$ cat config.mk
export PLATFORM = sky130hd
export DESIGN_NAME = alu_sequencer
export DESIGN_NICKNAME = d
export VERILOG_FILES = /design/src/rtl/alu_seq_pkg.sv /design/src/rtl/alu_seq_op_decode.sv /design/src/rtl/alu_sequencer.sv
export SDC_FILE = /design/constraint.sdc
export NUM_CORES = 1
export LEC_CHECK = 0
export ABC_AREA = 1
export BUFFER_PORTS_ARGS = -buffer_cell sky130_fd_sc_hd__buf_4
export CORE_MARGIN = 2
export CORE_UTILIZATION = 40
export DETAILED_ROUTE_END_ITERATION = 8
export GPL_TIMING_DRIVEN = 0
export PLACE_DENSITY = 0.7
export SYNTH_ARGS = -nofsm -noshare
export SYNTH_HDL_FRONTEND = slang
export SYNTH_HIERARCHICAL = 1
export SYNTH_SLANG_ARGS = --single-unit
$ cat constraint.sdc
create_clock -name clk -period 1.2 [get_ports clk]
set_input_delay 0.12 -clock clk [delete_from_list [all_inputs] [get_ports clk]]
set_output_delay 0.12 -clock clk [all_outputs]
set_load 0.01 [all_outputs]
$ cat src/rtl/alu_seq_pkg.sv
// Shared encodings for the ALU command sequencer: FSM states, op codes,
// input-mux one-hot selects and the output-select bit map.
package alu_seq_pkg;

    typedef enum logic [2:0] {
        S_OFF,
        S_READY,
        S_LOAD,
        S_EXEC,
        S_RESP,
        S_ERROR
    } state_t;

    localparam logic [2:0] OP_AND = 3'd0;
    localparam logic [2:0] OP_OR  = 3'd1;
    localparam logic [2:0] OP_NOT = 3'd2;
    localparam logic [2:0] OP_XOR = 3'd3;
    localparam logic [2:0] OP_ADD = 3'd4;
    localparam logic [2:0] OP_SUB = 3'd5;
    localparam logic [2:0] OP_MUL = 3'd6;

    // {persist, load, reset}
    localparam logic [2:0] IN_SEL_RESET   = 3'b001;
    localparam logic [2:0] IN_SEL_LOAD    = 3'b010;
    localparam logic [2:0] IN_SEL_PERSIST = 3'b100;

    // Output-select bit positions; note NOT and XOR are swapped relative to op codes
    localparam int OUT_SEL_W = 7;
    localparam int OUT_AND   = 0;
    localparam int OUT_OR    = 1;
    localparam int OUT_XOR   = 2;
    localparam int OUT_NOT   = 3;
    localparam int OUT_ADD   = 4;
    localparam int OUT_SUB   = 5;
    localparam int OUT_MUL   = 6;

endpackage

$ cat src/rtl/alu_seq_op_decode.sv
// Combinational decode of a 3-bit command op into the ALU one-hot output
// select, plus a legal flag (op 7 is the only illegal code).
module alu_seq_op_decode
    import alu_seq_pkg::*;
(
    input  logic [2:0]           op,
    output logic [OUT_SEL_W-1:0] out_sel,
    output logic                 legal
);

    always_comb begin
        out_sel = '0;
        legal   = 1'b1;
        case (op)
            OP_AND:  out_sel[OUT_AND] = 1'b1;
            OP_OR:   out_sel[OUT_OR]  = 1'b1;
            OP_NOT:  out_sel[OUT_NOT] = 1'b1;
            OP_XOR:  out_sel[OUT_XOR] = 1'b1;
            OP_ADD:  out_sel[OUT_ADD] = 1'b1;
            OP_SUB:  out_sel[OUT_SUB] = 1'b1;
            OP_MUL:  out_sel[OUT_MUL] = 1'b1;
            default: legal = 1'b0;
        endcase
    end

endmodule

$ cat src/rtl/alu_sequencer.sv
// Command/response sequencer for the accumulator ALU with result chaining.
// Define ALU_SEQ_STICKY_ERR_EN to add err_clr and make the ERROR state sticky.
module alu_sequencer
    import alu_seq_pkg::*;
#(
    parameter int WIDTH       = 8,
    parameter int EXEC_CYCLES = 1
) (
    input  logic                 clk,
    input  logic                 rst_n,
    input  logic                 en,
    input  logic                 cmd_valid,
    output logic                 cmd_ready,
    input  logic [2:0]           cmd_op,
    input  logic                 cmd_chain,
    input  logic [WIDTH-1:0]     cmd_a,
    input  logic [WIDTH-1:0]     cmd_b,
    output logic [2:0]           alu_in_sel,
    output logic [WIDTH-1:0]     alu_num1,
    output logic [WIDTH-1:0]     alu_num2,
    output logic [OUT_SEL_W-1:0] alu_out_sel,
    input  logic [WIDTH-1:0]     alu_result,
    input  logic                 alu_overflow,
    output logic                 rsp_valid,
    input  logic                 rsp_ready,
    output logic [WIDTH-1:0]     rsp_data,
    output logic                 rsp_err,
    output logic                 busy
`ifdef ALU_SEQ_STICKY_ERR_EN
    ,
    input  logic                 err_clr
`endif
);

    localparam int CNT_W = (EXEC_CYCLES > 1) ? $clog2(EXEC_CYCLES) : 1;
    localparam logic [CNT_W-1:0] CNT_LAST = CNT_W'(EXEC_CYCLES - 1);

    state_t                 state_q, state_d;
    logic [CNT_W-1:0]       cnt_q, cnt_d;
    logic [WIDTH-1:0]       num1_q, num1_d;
    logic [WIDTH-1:0]       num2_q, num2_d;
    logic [OUT_SEL_W-1:0]   out_sel_q, out_sel_d;
    logic [WIDTH-1:0]       rsp_data_q, rsp_data_d;
    logic                   rsp_err_q, rsp_err_d;
    logic [WIDTH-1:0]       last_q, last_d;
    logic [OUT_SEL_W-1:0]   dec_out_sel;
    logic                   dec_legal;
    logic                   err_exit;

    alu_seq_op_decode u_dec (
        .op      (cmd_op),
        .out_sel (dec_out_sel),
        .legal   (dec_legal)
    );

`ifdef ALU_SEQ_STICKY_ERR_EN
    assign err_exit = err_clr;
`else
    assign err_exit = 1'b1;
`endif

    always_comb begin
        state_d    = state_q;
        cnt_d      = cnt_q;
        num1_d     = num1_q;
        num2_d     = num2_q;
        out_sel_d  = out_sel_q;
        rsp_data_d = rsp_data_q;
        rsp_err_d  = rsp_err_q;
        last_d     = last_q;
        alu_in_sel = IN_SEL_RESET;
        cmd_ready  = 1'b0;
        case (state_q)
            S_OFF: begin
                if (en) state_d = S_READY;
            end
            S_READY: begin
                alu_in_sel = IN_SEL_LOAD;
                if (!en) begin
                    state_d = S_OFF;
                end else begin
                    cmd_ready = 1'b1;
                    if (cmd_valid) begin
                        if (dec_legal) begin
                            state_d   = S_LOAD;
                            num1_d    = cmd_chain ? last_q : cmd_a;
                            num2_d    = cmd_b;
                            out_sel_d = dec_out_sel;
                        end else begin
                            // Illegal op answers straight away without touching the ALU
                            state_d    = S_RESP;
                            rsp_data_d = '0;
                            rsp_err_d  = 1'b1;
                        end
                    end
                end
            end
            S_LOAD: begin
                alu_in_sel = IN_SEL_LOAD;
                cnt_d      = '0;
                state_d    = S_EXEC;
            end
            S_EXEC: begin
                alu_in_sel = IN_SEL_PERSIST;
                if (cnt_q == CNT_LAST) begin
                    rsp_data_d = alu_result;
                    rsp_err_d  = alu_overflow;
                    last_d     = alu_result;
                    state_d    = S_RESP;
                end else begin
                    cnt_d = cnt_q + 1'b1;
                end
            end
            S_RESP: begin
                alu_in_sel = IN_SEL_PERSIST;
                if (rsp_ready) begin
                    if (rsp_err_q) state_d = S_ERROR;
                    else           state_d = en ? S_READY : S_OFF;
                end
            end
            S_ERROR: begin
                last_d = '0;
                if (err_exit) state_d = en ? S_READY : S_OFF;
            end
            default: state_d = S_OFF;
        endcase
    end

    always_ff @(posedge clk or negedge rst_n) begin
        if (!rst_n) begin
            state_q    <= S_OFF;
            cnt_q      <= '0;
            num1_q     <= '0;
            num2_q     <= '0;
            out_sel_q  <= '0;
            rsp_data_q <= '0;
            rsp_err_q  <= 1'b0;
            last_q     <= '0;
        end else begin
            state_q    <= state_d;
            cnt_q      <= cnt_d;
            num1_q     <= num1_d;
            num2_q     <= num2_d;
            out_sel_q  <= out_sel_d;
            rsp_data_q <= rsp_data_d;
            rsp_err_q  <= rsp_err_d;
            last_q     <= last_d;
        end
    end

    assign alu_num1    = num1_q;
    assign alu_num2    = num2_q;
    assign alu_out_sel = out_sel_q;
    assign rsp_valid   = (state_q == S_RESP);
    assign rsp_data    = rsp_data_q;
    assign rsp_err     = rsp_err_q;
    assign busy        = (state_q != S_OFF) && (state_q != S_READY);

endmodule
* Yosys cells after proc, flatten, opt, wreduce, memory -nomap -nowiden *
Index checks and enable logic that the tools add are counted.

cells by class
  add/subtract/negate cells = 1
  multipliers = 0
  divide/modulo/power cells = 0
  magnitude comparators = 0
  equality and inequality tests = 19
  shifts and indexed selects = 0
  multiplexer cells = 34
  bitwise gates (word level) = 0
  reductions and logical operators = 14

operator list
  operator                                                         count
  8-bit two-way mux                                                5
  8-bit one-hot mux with 2 select lines                            2
  3-bit two-way mux                                                7
  3-bit one-hot mux with 6 select lines                            1
  1-bit two-way mux                                                16
  3-bit == test, second input constant                             5
  3-bit by 2-bit == test with 1-bit output, second input constant  4
  2-bit != test, second input constant                             5
  4-bit AND reduction                                              2
  7-bit OR reduction                                               1
  3-bit by 1-bit == test with 1-bit output, second input constant  2
  3-bit zero test                                                  2
  3-bit one-hot mux with 2 select lines                            1
  2-bit nonzero test                                               3
  5-bit AND reduction                                              1
  1-bit one-hot mux with 2 select lines                            2
  2-bit OR reduction                                               2
  3-bit by 1-bit != test with 1-bit output, second input constant  1
  3-bit != test, second input constant                             1
  3-bit nonzero test                                               1
  2-bit by 1-bit != test with 1-bit output, second input constant  1
  2-bit AND reduction                                              1
  1-bit adder, second input constant                               1
  1-bit logical AND                                                1

word-level totals
  register bits = 44
  latch bits = 0
  memory bits (writable) = 0
  memory bits (read-only) = 0
  bits of input ports = 34
  output and inout bits = 38
  word-level logic and storage cells = 76
  memories kept = 0

* Longest topological paths before layout *
  depth after elaboration = 7
  depth in mapped cells = 7
  mapped depth without buffers = 7

* Hierarchy *
Netlist, hierarchy kept.

by module, submodules not included
  module             times used  cells each  area each (µm²)  seq. area each (µm²)
  alu_sequencer      1           222         1970.6           1076.0
  alu_seq_op_decode  1           15          57.6             0.0

* Worst setup path before layout *
No wires, ideal clock.

  path type = register to register
  from = reg state_q[2]
  to = reg rsp_err_q (netlist: rsp_err)
  library setup time = 0.117 ns
  arrival time = 1.113 ns
  required time = 1.083 ns
  setup slack = -0.030 ns
  stages on the path, launching flop included = 7
  buffers on the path = 1
  clock period less this slack = 1.230 ns
  cells stage by stage = dfrtp_1 -> buf_6 -> inv_2 -> nand3_1 -> or2_2 -> nand3_1 -> nand2_1

between the ends
  cells in the longest elaborated chain, start to end = 3
  elaborated cells on any way between the ends = 9
  those cells by class = eq/ne: 6; mux: 1; reduce/logical: 2

ends and longest elaborated chain
  element                                                                                               line                  RTL
  start: declaration                                                                                    alu_sequencer.sv:38   state_t state_q, state_d;
  start signal: assignment                                                                              alu_sequencer.sv:140  state_q <= state_d;
  3-bit by 1-bit == test with 1-bit output or 3-bit by 2-bit == test with 1-bit output (tied branches)  alu_sequencer.sv:73   case (state_q)
  2-bit != test (no source line) or 2-bit nonzero test (tied branches)                                  -
  5-bit AND reduction (no source line)                                                                  -
  end signal: assignment                                                                                alu_sequencer.sv:146  rsp_err_q <= rsp_err_d;
  end: declaration                                                                                      alu_sequencer.sv:44   logic rsp_err_q, rsp_err_d;

Parallel ways exist; a longest one is shown, timed or not.
A chain may end at the register's enable or synchronous reset.

* Final worst setup path *
  from = reg state_q[1]
  to = out alu_in_sel[0]

between the ends
  cells in the longest elaborated chain, start to end = 3
  elaborated cells on any way between the ends = 7
  those cells by class = eq/ne: 4; mux: 1; reduce/logical: 2

ends and longest elaborated chain
  element                                      line                 RTL
  3-bit == test, or another cell as far along  alu_sequencer.sv:73
  2-bit OR reduction (no source line)          -
  3-bit one-hot mux with 2 select lines (*)    alu_sequencer.sv:73
  end: declaration                             alu_sequencer.sv:18  output logic [2:0] alu_in_sel,

Every way passes the cells marked *; elsewhere a longest branch is shown, timed or not.

==> metrics.txt <==
power per cell area 2410 nW/um2; initial core utilization 0.421; drt total wl 4730 um; width of the chip 75.2 um; CP Capture Type primary output; Post-Syn Instances 237; FF-to-FF setup slack -130 ps; via count 1802; Net Count, Synth 271; Vias/cell 4.53; crit path launch type register; Ports 72; Min Hold Slack 47.0 ps; Peak VDD IR 0.00130 V; DR pass1 iterations 4; final setup margin -171 ps; crit share post-route 1.14; CTS tree yes; maximum number of pins on one net before global-route repair 44; post-layout min period 1370 ps; skew final 6.20 ps; Final Hold Vio Count 0; share of the core filled with cells 0.636; sequential-to-total area share from yosys stat 0.531; Worst Hold Launch alu_result[6]; initial antenna violation count 0; worst setup path start state_q[1]; layout cells sized above 1 0.505; WL/cell 11.9 um; die area 5660 um2; RSZ-0062 raised after global routing yes; First DRT Iteration DRCs 53; nets 364; routability congestion estimate 0.742; Pleak 0.00162 uW; gr usage total 0.169; number of global-route vias before repair 1682; WP data arrival 1250 ps; Worst-Skew Late Latency 300 ps; first-pass GRT wire length 7200 um; Syn Area/Cell 8.56 um2; r2r startpoint state_q[0]; total gr overflow 0; final slew viol count 0; ANT nets after route 0; Setup violations, final 47; fmax 0.730 GHz; Root Driver clkbuf_8; Worst-path clk slew 70 ps; Inserted Diodes 0; DRC viols 0; Max clock buf depth 2; area of the core 4820 um2; CP required 1080 ps; synth warn 6; Die Y-Extent 75.2 um; status complete, but fails checks; Slew HR 0.639; Hold Path Class in -> reg; Area growth, synth to finish 51.0%; #FFs+latches synth 43; largest fanout on the critical path 6; CTS sink cnt 43; synthesized cell area 2030 um2; Max Cap Viol 0; Distinct cells, synth 16; failing checks negative setup slack; Tightest Pin Transition 541 ps; HPWL after DPL 3190 um; htree depth 2; total CTS buffers 5; num rows 25; I/O Buffers 71; Setup CP Type reg -> out
worst paths after layout:
kind / endpoint / cells after the start
setup / recovery: alu_in_sel[0] / 5
hold / removal: rsp_data[6] / 3
setup reg to reg: alu_num2[6] / 6
hold reg to reg: rsp_data[0] / 2
max in group asynchronous: state_q[1] / 2
min in group asynchronous: alu_num2[0] / 2
sequential cells by signal, summed over array words and instances (netlist names):
signal	flops
alu_num1	8
alu_out_sel	7
state_q	3
alu_num2	8
last_q	8
rsp_err	1
rsp_data	8
synthesized netlist by cell type:
master,instances,area (um2)
and2_1,1,6.26
buf_6,5,56.3
clkbuf_1,1,3.75
dfrtp_1,43,1080
inv_1,35,131
inv_2,3,11.3
nand2_1,76,285
nand2_2,1,6.26
nand3_1,11,55.1
nand4_4,1,21.3
nor2_1,17,63.8
nor2_4,1,11.3
o21ai_0,17,85.1
o21ai_2,23,201
o21bai_1,1,7.51
or2_2,1,6.26
repair_timing:
action	CTS	global route
resized for setup	44	19
cloned	3	1
endpoints found under the setup margin	48	49
hold endpoints to repair	43	0
hold buffers	1	0
pin swaps	4	9
setup buffers	9	2
logic make-up after synthesis:
family,after synthesis,synth area share
and+or+nand+nor,109,0.225
buffers and inverters,44,0.0999
AOI/OAI and AO/OA,41,0.145
DFF,43,0.531
critical path, stage by stage (launching register included):
cell,delay [ps]
dfrtp_2,500
inv_2,110
nand3_4,80
nand2_2,90
nor2_1,40
buf_4,130
layout by cell type (no fill, tap or decap):
cell type	synthesis	routed
and2_1	1	1
buf_4	0	78
buf_6	5	10
clkbuf_1	1	2
clkbuf_8	0	5
clkinv_2	0	1
clkinvlp_4	0	1
dfrtp_1	43	41
dfrtp_2	0	2
dlygate4sd3_1	0	1
inv_1	35	34
inv_2	3	2
inv_4	0	1
inv_8	0	1
nand2_1	76	48
nand2_2	1	22
nand2_4	0	8
nand3_1	11	5
nand3_2	0	4
nand3_4	0	2
nand4_4	1	2
nor2_1	17	14
nor2_2	0	1
nor2_4	1	3
o21ai_0	17	17
o21ai_2	23	23
o21bai_1	1	1
or2_2	1	1
per-layer routing:
metal / track usage / wire length, um / vias to the layer above
met5: 0 / 0 / -
met4: 0.0526 / 63 / 0
met3: 0.0535 / 291 / 5
met2: 0.296 / 2360 / 49
met1: 0.197 / 2010 / 830
li1: - / - / 918
metrics by stage:
stage          instance area (um2)  cells  total power (uW)  setup TNS (ps)  worst slack [ps]
2_1_floorplan                 2030    237              4230               0              6.96
5_1_grt                       3060    398              7910           -7340              -215
4_1_cts                       2970    396              7150           -4510              -154
3_3_place_gp                  2650    375              5580           -2960              -114
3_5_place_dp                  2650    375              5650           -2910              -112
6_report                      3060    398              7380           -4030              -171
where the power goes:
group | leakage, uW | switching, uW | internal (uW)
sequential | 0.000552 | 517 | 2130
combinational | 0.00103 | 1940 | 1900
clock | 0.0000412 | 485 | 407
cell type report:
cell class / instances / area [um2]
clock inverters: 2 / 12.5
clock buffers: 6 / 72.6
multi-input cells: 152 / 950
well taps: 67 / 83.8
repair buffers: 84 / 652
plain buffers: 6 / 60.1
inverters: 38 / 153
fillers: 429 / 1760
flip-flops and latches: 43 / 1080
Note: power is estimated with default switching activity, not from simulation.
